## config.mk

```make
export PLATFORM = sky130hd
export DESIGN_NAME = snn_tm_network_flat
export DESIGN_NICKNAME = d
export VERILOG_FILES = /design/src/rtl/snn_tm_network_if.sv /design/src/rtl/snn_tm_network.sv /design/src/flat_wrapper.sv
export SDC_FILE = /design/constraint.sdc
export NUM_CORES = 1
export LEC_CHECK = 0
export ABC_AREA = 1
export BUFFER_PORTS_ARGS = -buffer_cell sky130_fd_sc_hd__buf_2
export CAP_MARGIN = 20
export CELL_PAD_IN_SITES_DETAIL_PLACEMENT = 0
export CELL_PAD_IN_SITES_GLOBAL_PLACEMENT = 1
export CORE_MARGIN = 2
export CORE_UTILIZATION = 40
export CTS_CLUSTER_SIZE = 28
export DETAILED_ROUTE_END_ITERATION = 10
export HOLD_SLACK_MARGIN = 0.03
export PLACE_DENSITY = 0.84
export SYNTH_ARGS = -nofsm -noshare
export SYNTH_HDL_FRONTEND = slang
export SYNTH_SLANG_ARGS = --single-unit
```

## constraint.sdc

```tcl
create_clock -name clk -period 12 [get_ports clk]
set_clock_uncertainty 0.2 [all_clocks]
set_input_delay 0.6 -clock clk [delete_from_list [all_inputs] [get_ports clk]]
set_output_delay 0.6 -clock clk [all_outputs]
set_load 0.01 [all_outputs]
```

## src/rtl/snn_tm_network_if.sv

```systemverilog
// Handshake and result bus of the time-multiplexed two-layer LIF network core.
// The controller side (chip top or bench) uses the master modport; the network core uses the slave modport.
interface snn_tm_network_if #(
    parameter int M1 = 8,
    parameter int N1 = 8,
    parameter int N2 = 2,
    parameter int PW = 6
);
    logic                     start;
    logic [M1-1:0]            input_spikes;
    logic                     busy;
    logic                     done;
    logic [N1-1:0]            output_spikes_layer1;
    logic [N2-1:0]            output_spikes;
    logic [(N1+N2)*PW-1:0]    membrane_potential_out;

    modport master (
        output start,
        output input_spikes,
        input  busy,
        input  done,
        input  output_spikes_layer1,
        input  output_spikes,
        input  membrane_potential_out
    );

    modport slave (
        input  start,
        input  input_spikes,
        output busy,
        output done,
        output output_spikes_layer1,
        output output_spikes,
        output membrane_potential_out
    );
endinterface

```

## src/rtl/snn_tm_network.sv

```systemverilog
// Time-multiplexed two-layer leaky integrate-and-fire network core.
// A single accumulate/update engine walks layer 1 and then layer 2, one synapse per cycle.
// Membrane and refractory state persist across timesteps; only reset clears them.
module snn_tm_network #(
    parameter int M1 = 8,
    parameter int N1 = 8,
    parameter int N2 = 2,
    parameter int WB = 2,
    parameter int PW = 6
) (
    input  logic                  clk,
    input  logic                  reset,
    snn_tm_network_if.slave       bus,
    input  logic [N1*M1*WB-1:0]   weights1,
    input  logic [N2*N1*WB-1:0]   weights2,
    input  logic [PW-1:0]         threshold1,
    input  logic [PW-1:0]         decay1,
    input  logic [PW-1:0]         refractory_period1,
    input  logic [PW-1:0]         threshold2,
    input  logic [PW-1:0]         decay2,
    input  logic [PW-1:0]         refractory_period2
);
    localparam int FI   = (M1 > N1) ? M1 : N1;
    localparam int NMAX = (N1 > N2) ? N1 : N2;
    localparam int AW   = PW + WB + $clog2(FI) + 1;
    localparam int SW   = AW + 1;
    localparam int IW   = $clog2(FI + 1);
    localparam int NW   = $clog2(NMAX + 1);
    localparam int NT   = N1 + N2;
    localparam int GW   = $clog2(NT);

    localparam logic signed [SW-1:0] V_MAX = {{(SW-PW+1){1'b0}}, {(PW-1){1'b1}}};
    localparam logic signed [SW-1:0] V_MIN = {{(SW-PW+1){1'b1}}, {(PW-1){1'b0}}};

    typedef enum logic [2:0] {IDLE, L1_ACC, L1_UPD, L2_ACC, L2_UPD, DONE} state_t;

    state_t                 state, state_next;
    logic [NW-1:0]          n_idx;
    logic [IW-1:0]          s_idx;
    logic signed [AW-1:0]   acc;
    logic [M1-1:0]          in_spk;
    logic [N1-1:0]          l1_work, l1_out;
    logic [N2-1:0]          l2_work, l2_out;
    logic signed [PW-1:0]   v_mem   [NT];
    logic [PW-1:0]          ref_cnt [NT];

    logic                   is_l2, last_s, last_n, cur_spike, spk_upd;
    logic signed [WB-1:0]   cur_w;
    logic signed [AW-1:0]   w_ext, acc_sum;
    logic [GW-1:0]          gidx;
    logic [PW-1:0]          thr, dec, refp, ref_cur, ref_upd;
    logic signed [PW-1:0]   v_cur, v_upd;
    logic signed [SW-1:0]   sum, leaked, dec_s, thr_s;
    logic [N1-1:0]          l1_next;
    logic [N2-1:0]          l2_next;
    logic [NT*PW-1:0]       mem_flat;

    // Datapath: select the current synapse, accumulate it, and compute the neuron update for the current index
    always_comb begin
        is_l2     = (state == L2_ACC) || (state == L2_UPD);
        last_s    = is_l2 ? (s_idx == IW'(N1 - 1)) : (s_idx == IW'(M1 - 1));
        last_n    = is_l2 ? (n_idx == NW'(N2 - 1)) : (n_idx == NW'(N1 - 1));
        cur_spike = 1'b0;
        cur_w     = '0;
        if (state == L1_ACC) begin
            for (int i = 0; i < M1; i++)
                if (i == int'(s_idx)) cur_spike = in_spk[i];
            for (int i = 0; i < N1*M1; i++)
                if (i == int'(n_idx)*M1 + int'(s_idx)) cur_w = weights1[i*WB +: WB];
        end else if (state == L2_ACC) begin
            for (int i = 0; i < N1; i++)
                if (i == int'(s_idx)) cur_spike = l1_work[i];
            for (int i = 0; i < N2*N1; i++)
                if (i == int'(n_idx)*N1 + int'(s_idx)) cur_w = weights2[i*WB +: WB];
        end
        w_ext   = {{(AW-WB){cur_w[WB-1]}}, cur_w};
        acc_sum = acc + (cur_spike ? w_ext : '0);

        gidx    = is_l2 ? (GW'(N1) + GW'(n_idx)) : GW'(n_idx);
        thr     = is_l2 ? threshold2 : threshold1;
        dec     = is_l2 ? decay2 : decay1;
        refp    = is_l2 ? refractory_period2 : refractory_period1;
        v_cur   = v_mem[gidx];
        ref_cur = ref_cnt[gidx];
        dec_s   = {{(SW-PW){1'b0}}, dec};
        thr_s   = {{(SW-PW){1'b0}}, thr};
        sum     = {{(SW-PW){v_cur[PW-1]}}, v_cur} + {{(SW-AW){acc[AW-1]}}, acc};
        if (sum > dec_s)
            leaked = sum - dec_s;
        else if (sum < -dec_s)
            leaked = sum + dec_s;
        else
            leaked = '0;

        spk_upd = 1'b0;
        ref_upd = ref_cur;
        v_upd   = v_cur;
        if (ref_cur != '0) begin
            ref_upd = ref_cur - PW'(1);
            v_upd   = '0;
        end else if (leaked >= thr_s) begin
            spk_upd = 1'b1;
            v_upd   = '0;
            ref_upd = refp;
        end else if (leaked > V_MAX) begin
            v_upd   = V_MAX[PW-1:0];
        end else if (leaked < V_MIN) begin
            v_upd   = V_MIN[PW-1:0];
        end else begin
            v_upd   = leaked[PW-1:0];
        end

        l1_next = (l1_work & ~(N1'(1) << n_idx)) | (N1'(spk_upd) << n_idx);
        l2_next = (l2_work & ~(N2'(1) << n_idx)) | (N2'(spk_upd) << n_idx);
    end

    // Next-state logic: accumulate one synapse per cycle, then one update cycle per neuron, layer 1 before layer 2
    always_comb begin
        state_next = state;
        case (state)
            IDLE:    if (bus.start) state_next = L1_ACC;
            L1_ACC:  if (last_s) state_next = L1_UPD;
            L1_UPD:  state_next = last_n ? L2_ACC : L1_ACC;
            L2_ACC:  if (last_s) state_next = L2_UPD;
            L2_UPD:  state_next = last_n ? DONE : L2_ACC;
            DONE:    state_next = IDLE;
            default: state_next = IDLE;
        endcase
    end

    // State, indices, accumulator and per-neuron state; reset aborts any timestep in flight
    always_ff @(posedge clk) begin
        if (!reset) begin
            state   <= IDLE;
            n_idx   <= '0;
            s_idx   <= '0;
            acc     <= '0;
            in_spk  <= '0;
            l1_work <= '0;
            l1_out  <= '0;
            l2_work <= '0;
            l2_out  <= '0;
            for (int k = 0; k < NT; k++) begin
                v_mem[k]   <= '0;
                ref_cnt[k] <= '0;
            end
        end else begin
            state <= state_next;
            case (state)
                IDLE: begin
                    if (bus.start) begin
                        in_spk <= bus.input_spikes;
                        n_idx  <= '0;
                        s_idx  <= '0;
                        acc    <= '0;
                    end
                end
                L1_ACC, L2_ACC: begin
                    acc   <= acc_sum;
                    s_idx <= s_idx + IW'(1);
                end
                L1_UPD, L2_UPD: begin
                    v_mem[gidx]   <= v_upd;
                    ref_cnt[gidx] <= ref_upd;
                    acc           <= '0;
                    s_idx         <= '0;
                    n_idx         <= last_n ? '0 : n_idx + NW'(1);
                    if (state == L1_UPD) begin
                        l1_work <= l1_next;
                        if (last_n) l1_out <= l1_next;
                    end else begin
                        l2_work <= l2_next;
                        if (last_n) l2_out <= l2_next;
                    end
                end
                default: ;
            endcase
        end
    end

    // Flatten the membrane array onto the output bus, neuron k at slot k
    always_comb begin
        mem_flat = '0;
        for (int k = 0; k < NT; k++)
            mem_flat[k*PW +: PW] = v_mem[k];
    end

    assign bus.busy                   = (state != IDLE);
    assign bus.done                   = (state == DONE);
    assign bus.output_spikes_layer1   = l1_out;
    assign bus.output_spikes          = l2_out;
    assign bus.membrane_potential_out = mem_flat;
endmodule

```

## src/flat_wrapper.sv

```systemverilog
// flat-port wrapper written by rule: the top's interface ports become plain ports
module snn_tm_network_flat 
#(
    parameter int M1 = 8,
    parameter int N1 = 8,
    parameter int N2 = 2,
    parameter int WB = 2,
    parameter int PW = 6
)
  (clk, reset, weights1, weights2, threshold1, decay1, refractory_period1, threshold2, decay2, refractory_period2, bus_start, bus_input_spikes, bus_busy, bus_done, bus_output_spikes_layer1, bus_output_spikes, bus_membrane_potential_out);
  snn_tm_network_if #(.M1(M1), .N1(N1), .N2(N2), .PW(PW)) bus_i ();
  input  logic clk;
  input  logic reset;
  input  logic [N1*M1*WB-1:0] weights1;
  input  logic [N2*N1*WB-1:0] weights2;
  input  logic [PW-1:0] threshold1;
  input  logic [PW-1:0] decay1;
  input  logic [PW-1:0] refractory_period1;
  input  logic [PW-1:0] threshold2;
  input  logic [PW-1:0] decay2;
  input  logic [PW-1:0] refractory_period2;
  input wire logic [$bits(bus_i.start)-1:0] bus_start;
  input wire logic [$bits(bus_i.input_spikes)-1:0] bus_input_spikes;
  output wire logic [$bits(bus_i.busy)-1:0] bus_busy;
  output wire logic [$bits(bus_i.done)-1:0] bus_done;
  output wire logic [$bits(bus_i.output_spikes_layer1)-1:0] bus_output_spikes_layer1;
  output wire logic [$bits(bus_i.output_spikes)-1:0] bus_output_spikes;
  output wire logic [$bits(bus_i.membrane_potential_out)-1:0] bus_membrane_potential_out;
  assign bus_i.start = bus_start;
  assign bus_i.input_spikes = bus_input_spikes;
  assign bus_busy = bus_i.busy;
  assign bus_done = bus_i.done;
  assign bus_output_spikes_layer1 = bus_i.output_spikes_layer1;
  assign bus_output_spikes = bus_i.output_spikes;
  assign bus_membrane_potential_out = bus_i.membrane_potential_out;
  snn_tm_network #(.M1(M1), .N1(N1), .N2(N2), .WB(WB), .PW(PW)) u_core (.clk(clk), .reset(reset), .bus(bus_i), .weights1(weights1), .weights2(weights2), .threshold1(threshold1), .decay1(decay1), .refractory_period1(refractory_period1), .threshold2(threshold2), .decay2(decay2), .refractory_period2(refractory_period2));
endmodule
```

==> impl_metrics.tcl, run 1 <==
set metrics [dict create \
    status "complete, no violations" \
    cts_inserted_buffers 27 \
    startpoint_type "flip-flop" \
    crit_required_ns 12.18 \
    firstDrtPassIters 7 \
    slew_headroom 0.337 \
    drt_first_iter_violations 1458 \
    synth.area.top_cells "edfxtp_1 37%, nand2_1 13%, inv_1 6.8%, nor2_1 6.8%, dfxtp_1 6.5%" \
    final_nets 2628 \
    drive_gt1_frac 0.168 \
    post-route-util 0.477 \
    p_per_area_nw_per_um2 118 \
    ys_ff_latch 243 \
    crit_type "reg -> reg" \
    area_growth_pct 17.8 \
    ctsHoldBuffers 0 \
    clock_latency_ns 0.55 \
    period_needed_ns 9.96 \
    wl_per_cell_um 19.6 \
    place_congestion 0.913 \
    antenna_left 0 \
    dieArea_um2 40700 \
    drc 0 \
    grt_max_degree 43 \
    hold_viol_final 0 \
    crit_start "u_core.state[0]" \
    cts_num_sinks 243 \
    yosys.area.top_type "edfxtp_1" \
    yosysWarnings 0 \
    yosys_most_used_dff "edfxtp_1" \
    end_kind "flip-flop" \
    peakVddDrop_v 0.0000914 \
    cp_data_arrival_time_ns 10.14 \
    max_stage_delay_ns 0.57 \
    cp_max_fo 19 \
    drt-total-wl_mm 56.7 \
    setup_viol 0 \
    synth_nets 2361 \
    ys_types 49 \
    async_flop_share 0 \
    r2r_end "u_core.ref_cnt[4][0]" \
    num_rows 72 \
    cts_tree "yes" \
    cp_common_cell "nand2_1" \
    synth_edf_count 192 \
    worst_hold_slack_ns 0.134 \
    reg2regPathDepth 52 \
    cts_resized 0 \
    leakage_nw 8.09 \
    fmax_mhz 100 \
    vias 15320 \
    crit_end "u_core.ref_cnt[4][0]" \
    tns_ns 0 \
    track_usage 0.270 \
    rsz0062_at_grt "no" \
    period_share 0.830 \
    syn_avg_cell_area_um2 7.48 \
    h-tree-depth 1 \
    hpwl_mm 42.8 \
    grt_antenna_before_repair 1 \
    grt_pass1_wl_mm 84.9 \
    slowest_stage "a21oi_1" \
    root_buffer "clkbuf_16" \
    io_buffers 278 \
    vias_per_cell 5.29 \
    grt_overflow 0 \
    rrSetupSlack_ns 2.04 \
    postCtsSetupRepairBufs 0 \
    slew_violations 0 \
    core-area_um2 38600 \
    seq_area_frac_synth 0.434 \
    worst_slew_pin_slew_ns 0.992 \
    die_y_um 202 \
    syn_area_um2 15600 \
    cap_violations 0 \
    grt_pass1_vias 14765 \
    r2r-start "u_core.state[0]" \
    initial_utilization 0.405 \
    ios 279 \
    synth_cells 2092 \
    clock_path_buffers 3 \
    worstHoldPathType "in -> reg" \
    clk_pin_slew_ns 0.06 \
    yosysTopAreaCellShare 0.368 \
    die_x_um 202 \
]
## kinds of logic (layout without fill, tap and decap cells)
logic type / count (synthesis) / count (layout) / synth area share
DFF: 243 / 243 / 0.434
AOI/OAI and AO/OA: 330 / 330 / 0.125
and+or+nand+nor: 1069 / 1069 / 0.285
buffers and inverters: 358 / 643 / 0.0880
adders and majority gates: 62 / 62 / 0.0510
other: 0 / 1 / 0
xor gates and xnor gates: 22 / 22 / 0.0123
muxes: 8 / 8 / 0.00512
## Yosys cell counts, drive strengths merged (4+ instances only)
| master | number |
|---|---|
| o41ai | 8 |
| a22oi | 23 |
| xor2 | 19 |
| inv | 290 |
| o31ai | 11 |
| mux2i | 8 |
| o21ai | 121 |
| nor3 | 17 |
| o2111ai | 14 |
| o211ai | 31 |
| nand2 | 535 |
| nor2 | 285 |
| clkinv | 5 |
| ha | 59 |
| buf | 12 |
| edfxtp | 192 |
| or2 | 37 |
| clkbuf | 51 |
| nand4 | 28 |
| nor4 | 4 |
| dfxtp | 51 |
| a21oi | 104 |
| nand3 | 160 |
## registers in the layout (all words and copies together), names as in the netlist
| register | flops |
|---|---|
| u_core.state | 3 |
| u_core.acc | 12 |
| u_core.bus.output_spikes | 2 |
| u_core.ref_cnt | 96 |
| u_core.v_mem | 96 |
| u_core.n_idx | 4 |
| u_core.l2_work | 2 |
| u_core.in_spk | 8 |
| u_core.s_idx | 4 |
| u_core.l1_work | 8 |
| u_core.bus.output_spikes_layer1 | 8 |
## per-layer routing
| layer | GRT usage | vias to the layer above | part of all wire |
|---|---|---|---|
| met5 | 0 | - | 0 |
| met4 | 0.0972 | 0 | 0.037 |
| met3 | 0.0340 | 104 | 0.075 |
| met2 | 0.491 | 686 | 0.50 |
| met1 | 0.327 | 7047 | 0.39 |
| li1 | - | 7483 | - |
## cells in the final DEF, fill, tap and decap left out, types with 3 or more instances in the layout
| master | n |
|---|---|
| o211ai_1 | 31 |
| buf_2 | 278 |
| nor4_1 | 4 |
| clkinv_2 | 5 |
| o221ai_1 | 3 |
| o41ai_1 | 8 |
| o21bai_1 | 3 |
| nor3_1 | 17 |
| a31oi_1 | 3 |
| a22oi_1 | 23 |
| inv_2 | 5 |
| clkbuf_1 | 5 |
| nor2_2 | 5 |
| xor2_1 | 19 |
| dfxtp_1 | 51 |
| nand3_1 | 160 |
| o2111ai_1 | 14 |
| mux2i_1 | 8 |
| inv_1 | 284 |
| o21ai_0 | 120 |
| clkinv_1 | 9 |
| or2_2 | 35 |
| nor2_1 | 278 |
| o31ai_1 | 11 |
| nand4_1 | 28 |
| nand2_2 | 9 |
| buf_4 | 23 |
| fa_1 | 3 |
| edfxtp_1 | 192 |
| xnor2_1 | 3 |
| a21oi_1 | 103 |
| ha_1 | 59 |
| clkbuf_16 | 27 |
| nand2_1 | 524 |
## critical path, delay by kind of cell, from the launching register on
family	cells	cell delay [ns]
buffers and inverters	9	2.10
XOR/XNOR	2	0.75
AND/OR/NAND/NOR	21	2.66
adder cells (fa/ha/maj)	4	1.17
AO/OA/AOI/OAI	16	2.50
flip-flops	1	0.36
## power by group
group	internal [W]	total [W]	switching [W]
clock	0.000436	0.000776	0.000339
sequential	0.000928	0.000943	0.0000157
combinational	0.000152	0.000449	0.000298
## cell type report
cell class / instances / area, µm²
antenna: 1 / 2.50
timing repair buffer: 301 / 1560
multi-input combinational: 1491 / 7500
fill: 3914 / 20200
tap: 518 / 648
clock inverter: 15 / 123
sequential: 243 / 6790
clock buffer: 32 / 694
inverter: 295 / 1110
## per-stage QoR
| stage | total power [W] | instances | worst slack (ns) | cell area [µm²] |
|---|---|---|---|---|
| 3_3_place_gp | 0.00140 | 2848 | 2.65 | 17600 |
| 4_1_cts | 0.00218 | 2895 | 2.16 | 18400 |
| 5_1_grt | 0.00227 | 2895 | 1.05 | 18400 |
| 3_5_place_dp | 0.00141 | 2848 | 2.30 | 17600 |
| 2_1_floorplan | 0.00124 | 2092 | 4.05 | 15600 |
| 6_report | 0.00217 | 2896 | 2.04 | 18400 |
## worst min path at each step
stage | start | to | slack [ns] | cells past startpoint
after floorplan | u_core.in_spk[1] | u_core.in_spk[1] | 0.22 | 2
after global placement | u_core.in_spk[7] | u_core.in_spk[7] | 0.24 | 2
after detailed placement | u_core.in_spk[7] | u_core.in_spk[7] | 0.25 | 2
after CTS | bus_input_spikes[4] | u_core.in_spk[4] | 0.12 | 3
after global routing | bus_input_spikes[4] | u_core.in_spk[4] | 0.15 | 3
final | bus_input_spikes[4] | u_core.in_spk[4] | 0.13 | 3
No activity file was read; power rests on OpenSTA's default activity.
==> inputs of run 2 (changes only) <==
--- a/config.mk
+++ b/config.mk
@@ -5,7 +5,7 @@
 export SDC_FILE = /design/constraint.sdc
 export NUM_CORES = 1
 export LEC_CHECK = 0
-export ABC_AREA = 1
+export ABC_AREA = 0
 export BUFFER_PORTS_ARGS = -buffer_cell sky130_fd_sc_hd__buf_2
 export CAP_MARGIN = 20
 export CELL_PAD_IN_SITES_DETAIL_PLACEMENT = 0
@@ -15,7 +15,7 @@
 export CTS_CLUSTER_SIZE = 28
 export DETAILED_ROUTE_END_ITERATION = 10
 export HOLD_SLACK_MARGIN = 0.03
-export PLACE_DENSITY = 0.84
+export PLACE_DENSITY = 0.8
 export SYNTH_ARGS = -nofsm -noshare
 export SYNTH_HDL_FRONTEND = slang
 export SYNTH_SLANG_ARGS = --single-unit
==> constraint.sdc (replaced) <==
create_clock -name clk -period 10.1 [get_ports clk]
set_clock_uncertainty 0.2 [all_clocks]
set_input_delay 0.505 -clock clk [delete_from_list [all_inputs] [get_ports clk]]
set_output_delay 0.505 -clock clk [all_outputs]
set_load 0.01 [all_outputs]
==> run 2 against run 1 <==
  * Sequential power increased by 17%
  * Register-to-register slack got worse by 1.1 ns
  * Routed wire length fell by 3.8%
  * Via count fell by 8.1%
  * Sequential share of layout area is 0.15 points lower
  * Final area grew 0.18%
  * First-iteration DRC count decreased by 4.5%
  * Largest power group unchanged
  * Final cell count down 20%
  * Global-route usage shrank 1.2 points
  * Count of clock-buffer cells in the layout unchanged
  * Critical path type unchanged
==> impl_metrics.tcl, run 2 <==
set metrics [dict create \
    status "complete, no violations" \
    synth_most_common_cell "edfxtp_1" \
    layout_common_cells "278 x buf_2, 192 x edfxtp_1, 129 x nand2_1" \
    area_growth_pct 17.4 \
    h-tree-depth 1 \
    slew_violations 0 \
    place_area_um2 17600 \
    seq_area_frac_synth 0.430 \
    cts_num_sinks 242 \
    cap_violations 0 \
    ff_latch_area_um2 6770 \
    slew_headroom 0.322 \
    grt_pass1_vias 13750 \
    grt_antenna_before_repair 0 \
    ys_ff_latch 242 \
    synth.area.top_cells "edfxtp_1 37%, mux4_2 8.9%, dfxtp_1 6.4%, ha_1 4.7%, a21oi_1 3.3%" \
    dieArea_um2 40900 \
    cts_tree "yes" \
    worstHoldPathType "in -> reg" \
    drive_gt1_frac 0.252 \
    initial_utilization 0.406 \
    grt_max_degree 60 \
    n_fill_cell 3647 \
    async_flop_share 0 \
    synth_edf_count 192 \
    path_buf_inv 5 \
    crit_type "reg -> reg" \
    io_buffers 278 \
    place_congestion 0.957 \
    clk_pin_slew_ns 0.06 \
    drt-total-wl_mm 54.6 \
    leakage_nw 7.13 \
    grt_overflow 0 \
    num_rows 72 \
    grt_pass1_wl_mm 82.3 \
    setup_viol 0 \
    slowest_stage "mux4_2" \
    period_share 0.908 \
    ios 279 \
    mostFrequentLayoutCell "buf_2" \
    multi_input_area_um2 8360 \
    vias_per_cell 6.04 \
    syn_avg_cell_area_um2 10.1 \
    drt_first_iter_violations 1392 \
    clock_path_buffers 3 \
    hpwl_mm 40.7 \
    place_inst 2276 \
    vias 14083 \
    peakVddDrop_v 0.000113 \
    core-area_um2 38700 \
    cp_data_arrival_time_ns 9.25 \
    syn_area_um2 15700 \
    synthTopCellsByCount "192 x edfxtp_1, 129 x nand2_1, 113 x nor2_1, 104 x a21oi_1, 98 x nor3_1" \
    clock_latency_ns 0.54 \
    drc 0 \
    antenna_left 0 \
    final_nets 2062 \
    post-route-util 0.477 \
    yosys_most_used_dff "edfxtp_1" \
    track_usage 0.258 \
    top_regs "u_core.ref_cnt x96, u_core.v_mem x96, u_core.acc x12" \
    p_per_area_nw_per_um2 125 \
    worst_slew_pin_slew_ns 1.01 \
    fin_area_um2 18500 \
    firstDrtPassIters 6 \
    wl_per_cell_um 23.4 \
    startpoint_type "flip-flop" \
    yosysWarnings 0 \
    pre_cts_ws_ns 0.561 \
    hold_viol_final 0 \
    yosys.area.top_type "edfxtp_1" \
    period_needed_ns 9.17 \
    fmax_mhz 109 \
    synth_cells 1556 \
    crit_family "compound AO/OA/AOI/OAI gates" \
    tns_ns 0 \
    setup_slack_ns 0.931 \
    ys_types 86 \
    yosysTopAreaCellShare 0.366 \
    max_stage_delay_ns 0.56 \
    root_buffer "clkbuf_16" \
    synth_nets 1825 \
    die_y_um 202 \
    cp_max_fo 14 \
    stdcell_count 2330 \
    cts_inserted_buffers 26 \
    crit_required_ns 10.18 \
    end_kind "flip-flop" \
    die_x_um 202 \
    rsz0062_at_grt "no" \
]
## run 2: worst min-delay path, stage by stage
cell and delay [ns]:
buf_2 0.10, nand2_1 0.04, a21boi_0 0.07
## run 2: report_power, final
group / internal [W] / switching [W] / leakage, nW / total [W]
clock network: 0.000538 / 0.000392 / 0.390 / 0.000929
logic: 0.000110 / 0.000174 / 4.38 / 0.000283
registers: 0.00109 / 0.0000102 / 2.36 / 0.00110
total: 0.00173 / 0.000575 / 7.13 / 0.00231
## run 2: per-layer routing
layer	vias to the layer above	share of wire	wire, µm	global-route usage
met5	-	0	0	0
met4	0	0.040	2180	0.0925
met1	6823	0.40	21700	0.329
met2	699	0.49	26600	0.449
met3	118	0.076	4120	0.0350
li1	6443	-	-	-
## run 2: per-stage QoR
step	hold slack, ns	power, W
final	0.0453	0.00231
after CTS	0.0340	0.00232
after global placement	0.252	0.00139
after floorplan	0.239	0.00128
after detailed placement	0.256	0.00140
after global routing	0.0456	0.00238
## run 2: area by class of cell
cell class / count / share of cell area
clock buffers: 32 / 0.0376
repair buffers: 311 / 0.0894
clock inverters: 14 / 0.00698
multi-input cells: 1157 / 0.453
flip-flops and latches: 242 / 0.367
diodes: 1 / 0.000136
well taps: 518 / 0.0351
inverters: 55 / 0.0112
## run 2: final timing paths
check / startpoint / end / slack [ns] / cells after the start
worst max-delay path: u_core.state[0] / u_core.ref_cnt[9][0] / 0.93 / 33
worst max register to register: u_core.state[0] / u_core.ref_cnt[9][0] / 0.93 / 33
worst min register to register: u_core.bus.output_spikes_layer1[1] / u_core.bus.output_spikes_layer1[1] / 0.26 / 2
worst min-delay path: bus_input_spikes[2] / u_core.in_spk[2] / 0.05 / 3
## run 2: cell families (layout without fill, tap and decap cells)
group                    count (synthesis)  count (layout)  synth area share
AND/OR/NAND/NOR                        582             582             0.185
AO/OA/AOI/OAI                          403             403             0.175
flip-flops                             242             242             0.430
buffers and inverters                  157             412            0.0406
multiplexers                            86              86             0.104
adder cells (fa/ha/maj)                 62              62            0.0507
XOR/XNOR                                24              24            0.0134
other                                    0               1                 0
## run 2: repair_timing
| item | 4_1_cts | 5_1_grt |
|---|---|---|
| resized for setup | 0 | 1 |
| buffers inserted | 0 | 2 |
| hold buffers | 5 | 0 |
| endpoints found under the hold margin | 5 | 0 |
| endpoints found under the setup margin | 0 | 152 |
==> inputs of run 3 (changes only) <==
--- a/config.mk
+++ b/config.mk
@@ -16,6 +16,7 @@
 export DETAILED_ROUTE_END_ITERATION = 10
 export HOLD_SLACK_MARGIN = 0.03
 export PLACE_DENSITY = 0.8
+export REMOVE_ABC_BUFFERS = 1
 export SYNTH_ARGS = -nofsm -noshare
 export SYNTH_HDL_FRONTEND = slang
 export SYNTH_SLANG_ARGS = --single-unit
==> run 3 against run 2 <==
  * Non-clock buffer count down 2
  * Setup slack worse by 0.048 ns
  * Final area increased by 0.33%
  * Via count is 1.0% higher
  * Die area unchanged
  * Global-route usage fell by 0.28 points
  * Power is 2.0% higher
  * Worst hold slack worse by 0.0030 ns
  * Utilization up 0.16 points
  * Maximum frequency is 0.52% lower
  * Final cell count grew 0.13%
  * Highest routed layer is now met5
==> impl_metrics.tcl, run 3 (same netlist as run 2, synthesis figures left out) <==
set metrics [dict create \
    initial_utilization 0.406 \
    power_w 0.00236 \
    grt_max_degree 60 \
    clock_path_buffers 3 \
    cts_tree "yes" \
    path_buf_inv 3 \
    pwr-share-seq 0.466 \
    antenna_left 0 \
    hold_viol_final 0 \
    drive_gt1_frac 0.253 \
    worstHoldPathType "in -> reg" \
    io_buffers 278 \
    period_share 0.913 \
    wl_per_cell_um 23.1 \
    period_needed_ns 9.22 \
    top_regs "u_core.ref_cnt x96, u_core.v_mem x96, u_core.acc x12" \
    grt_overflow 0 \
    hpwl_mm 39.1 \
    sw_frac_of_total 0.246 \
    grt_util_met2 0.432 \
    drc 0 \
    clock_latency_ns 0.55 \
    area_growth_pct 17.7 \
    mostFrequentLayoutCell "buf_2" \
    startpoint_type "flip-flop" \
    grt_antenna_before_repair 6 \
    crit_type "reg -> reg" \
    leakage_nw 7.15 \
    setup_viol 0 \
    clk_pin_slew_ns 0.06 \
    tns_ns 0 \
    cp_max_fo 11 \
    worst_slew_pin_slew_ns 1.11 \
    max_stage_delay_ns 0.62 \
    end_kind "flip-flop" \
    drt_first_iter_violations 1422 \
    grt_pass1_wl_mm 81.7 \
    crit_required_ns 10.18 \
    rsz0062_at_grt "no" \
    cts_num_sinks 242 \
    place_congestion 0.906 \
    drt-total-wl_mm 53.8 \
    cell_internal_pwr_w 0.00178 \
    cp_data_arrival_time_ns 9.30 \
    crit_family "compound AO/OA/AOI/OAI gates" \
    worst_hold_slack_ns 0.0423 \
    final_nets 2060 \
    fmax_mhz 109 \
    die_x_um 202 \
    track_usage 0.255 \
    die_y_um 202 \
    vias 14230 \
    p_comb_frac 0.118 \
    ios 279 \
    cap_violations 0 \
    cts_inserted_buffers 26 \
    cp_common_cell "a21oi_1" \
    num_rows 72 \
    core-area_um2 38700 \
    status "complete, no violations" \
    peakVddDrop_v 0.000140 \
    firstDrtPassIters 5 \
    slew_violations 0 \
    switching_power_w 0.000580 \
    p_per_area_nw_per_um2 127 \
    grt_use_met3 0.0400 \
    layout_common_cells "278 x buf_2, 192 x edfxtp_1, 129 x nand2_1" \
    dieArea_um2 40900 \
    met1_usage 0.337 \
    vias_per_cell 6.10 \
    slew_headroom 0.257 \
    busiest_layer "met2" \
    h-tree-depth 1 \
    root_buffer "clkbuf_16" \
    grt_pass1_vias 13803 \
    slowest_stage "mux4_2" \
    clkPwrFrac 0.416 \
]
[run 3: stage by stage]
stage	setup slack, ns	utilization	area [µm²]	instances
finish	0.883	0.478	18500	2333
global route	0.141	0.478	18500	2333
CTS	0.407	0.477	18500	2325
detailed placement	0.467	0.453	17600	2274
global placement	0.696	0.453	17600	2274
floorplan	0.0988	-	15300	1454
[run 3: routing by layer]
metal | vias to the layer above | wire length, µm
met5 | - | 14
met1 | 6929 | 21900
met3 | 110 | 4350
met2 | 703 | 25900
li1 | 6486 | -
met4 | 2 | 1610
[run 3: repair_timing]
action / CTS / global route
setup endpoints to repair: 0 / 176
hold buffers: 4 / 0
setup buffers: 0 / 2
resized for setup: 0 / 1
endpoints found under the hold margin: 4 / 0
[run 3: final timing paths]
kind | end | slack, ns | start | cells after the start
min | u_core.in_spk[3] | 0.04 | bus_input_spikes[3] | 3
min reg2reg | u_core.bus.output_spikes_layer1[6] | 0.26 | u_core.bus.output_spikes_layer1[6] | 2
max reg2reg | u_core.ref_cnt[10][0] | 0.88 | u_core.state[0] | 32
max | u_core.ref_cnt[10][0] | 0.88 | u_core.state[0] | 32
[run 3: power groups by stage]
stage / clock [W] / sequential [W] / combinational (W)
2_1_floorplan: 0 / 0.00112 / 0.000150
3_3_place_gp: 0 / 0.00112 / 0.000272
3_5_place_dp: 0 / 0.00112 / 0.000273
4_1_cts: 0.000988 / 0.00110 / 0.000276
5_1_grt: 0.00103 / 0.00110 / 0.000302
6_report: 0.000980 / 0.00110 / 0.000279
[run 3: cell type report]
| cell class | count | area (µm²) |
|---|---|---|
| clock buffer | 32 | 673 |
| antenna | 5 | 12.5 |
| clock inverter | 15 | 200 |
| sequential | 242 | 6770 |
| multi-input combinational | 1157 | 8360 |
| fill | 3679 | 20200 |
| timing repair buffer | 309 | 1650 |
| inverter | 55 | 206 |
| tap | 518 | 648 |
[run 3: worst reg2reg max path: cells and delay by family, from the launching register on]
family / cells / cell delay, ns
AOI/OAI and AO/OA: 14 / 3.47
xor gates and xnor gates: 1 / 0.27
adders and majority gates: 4 / 1.26
buffers and inverters: 3 / 0.58
DFF: 1 / 0.52
muxes: 1 / 0.63
and+or+nand+nor: 9 / 2.02
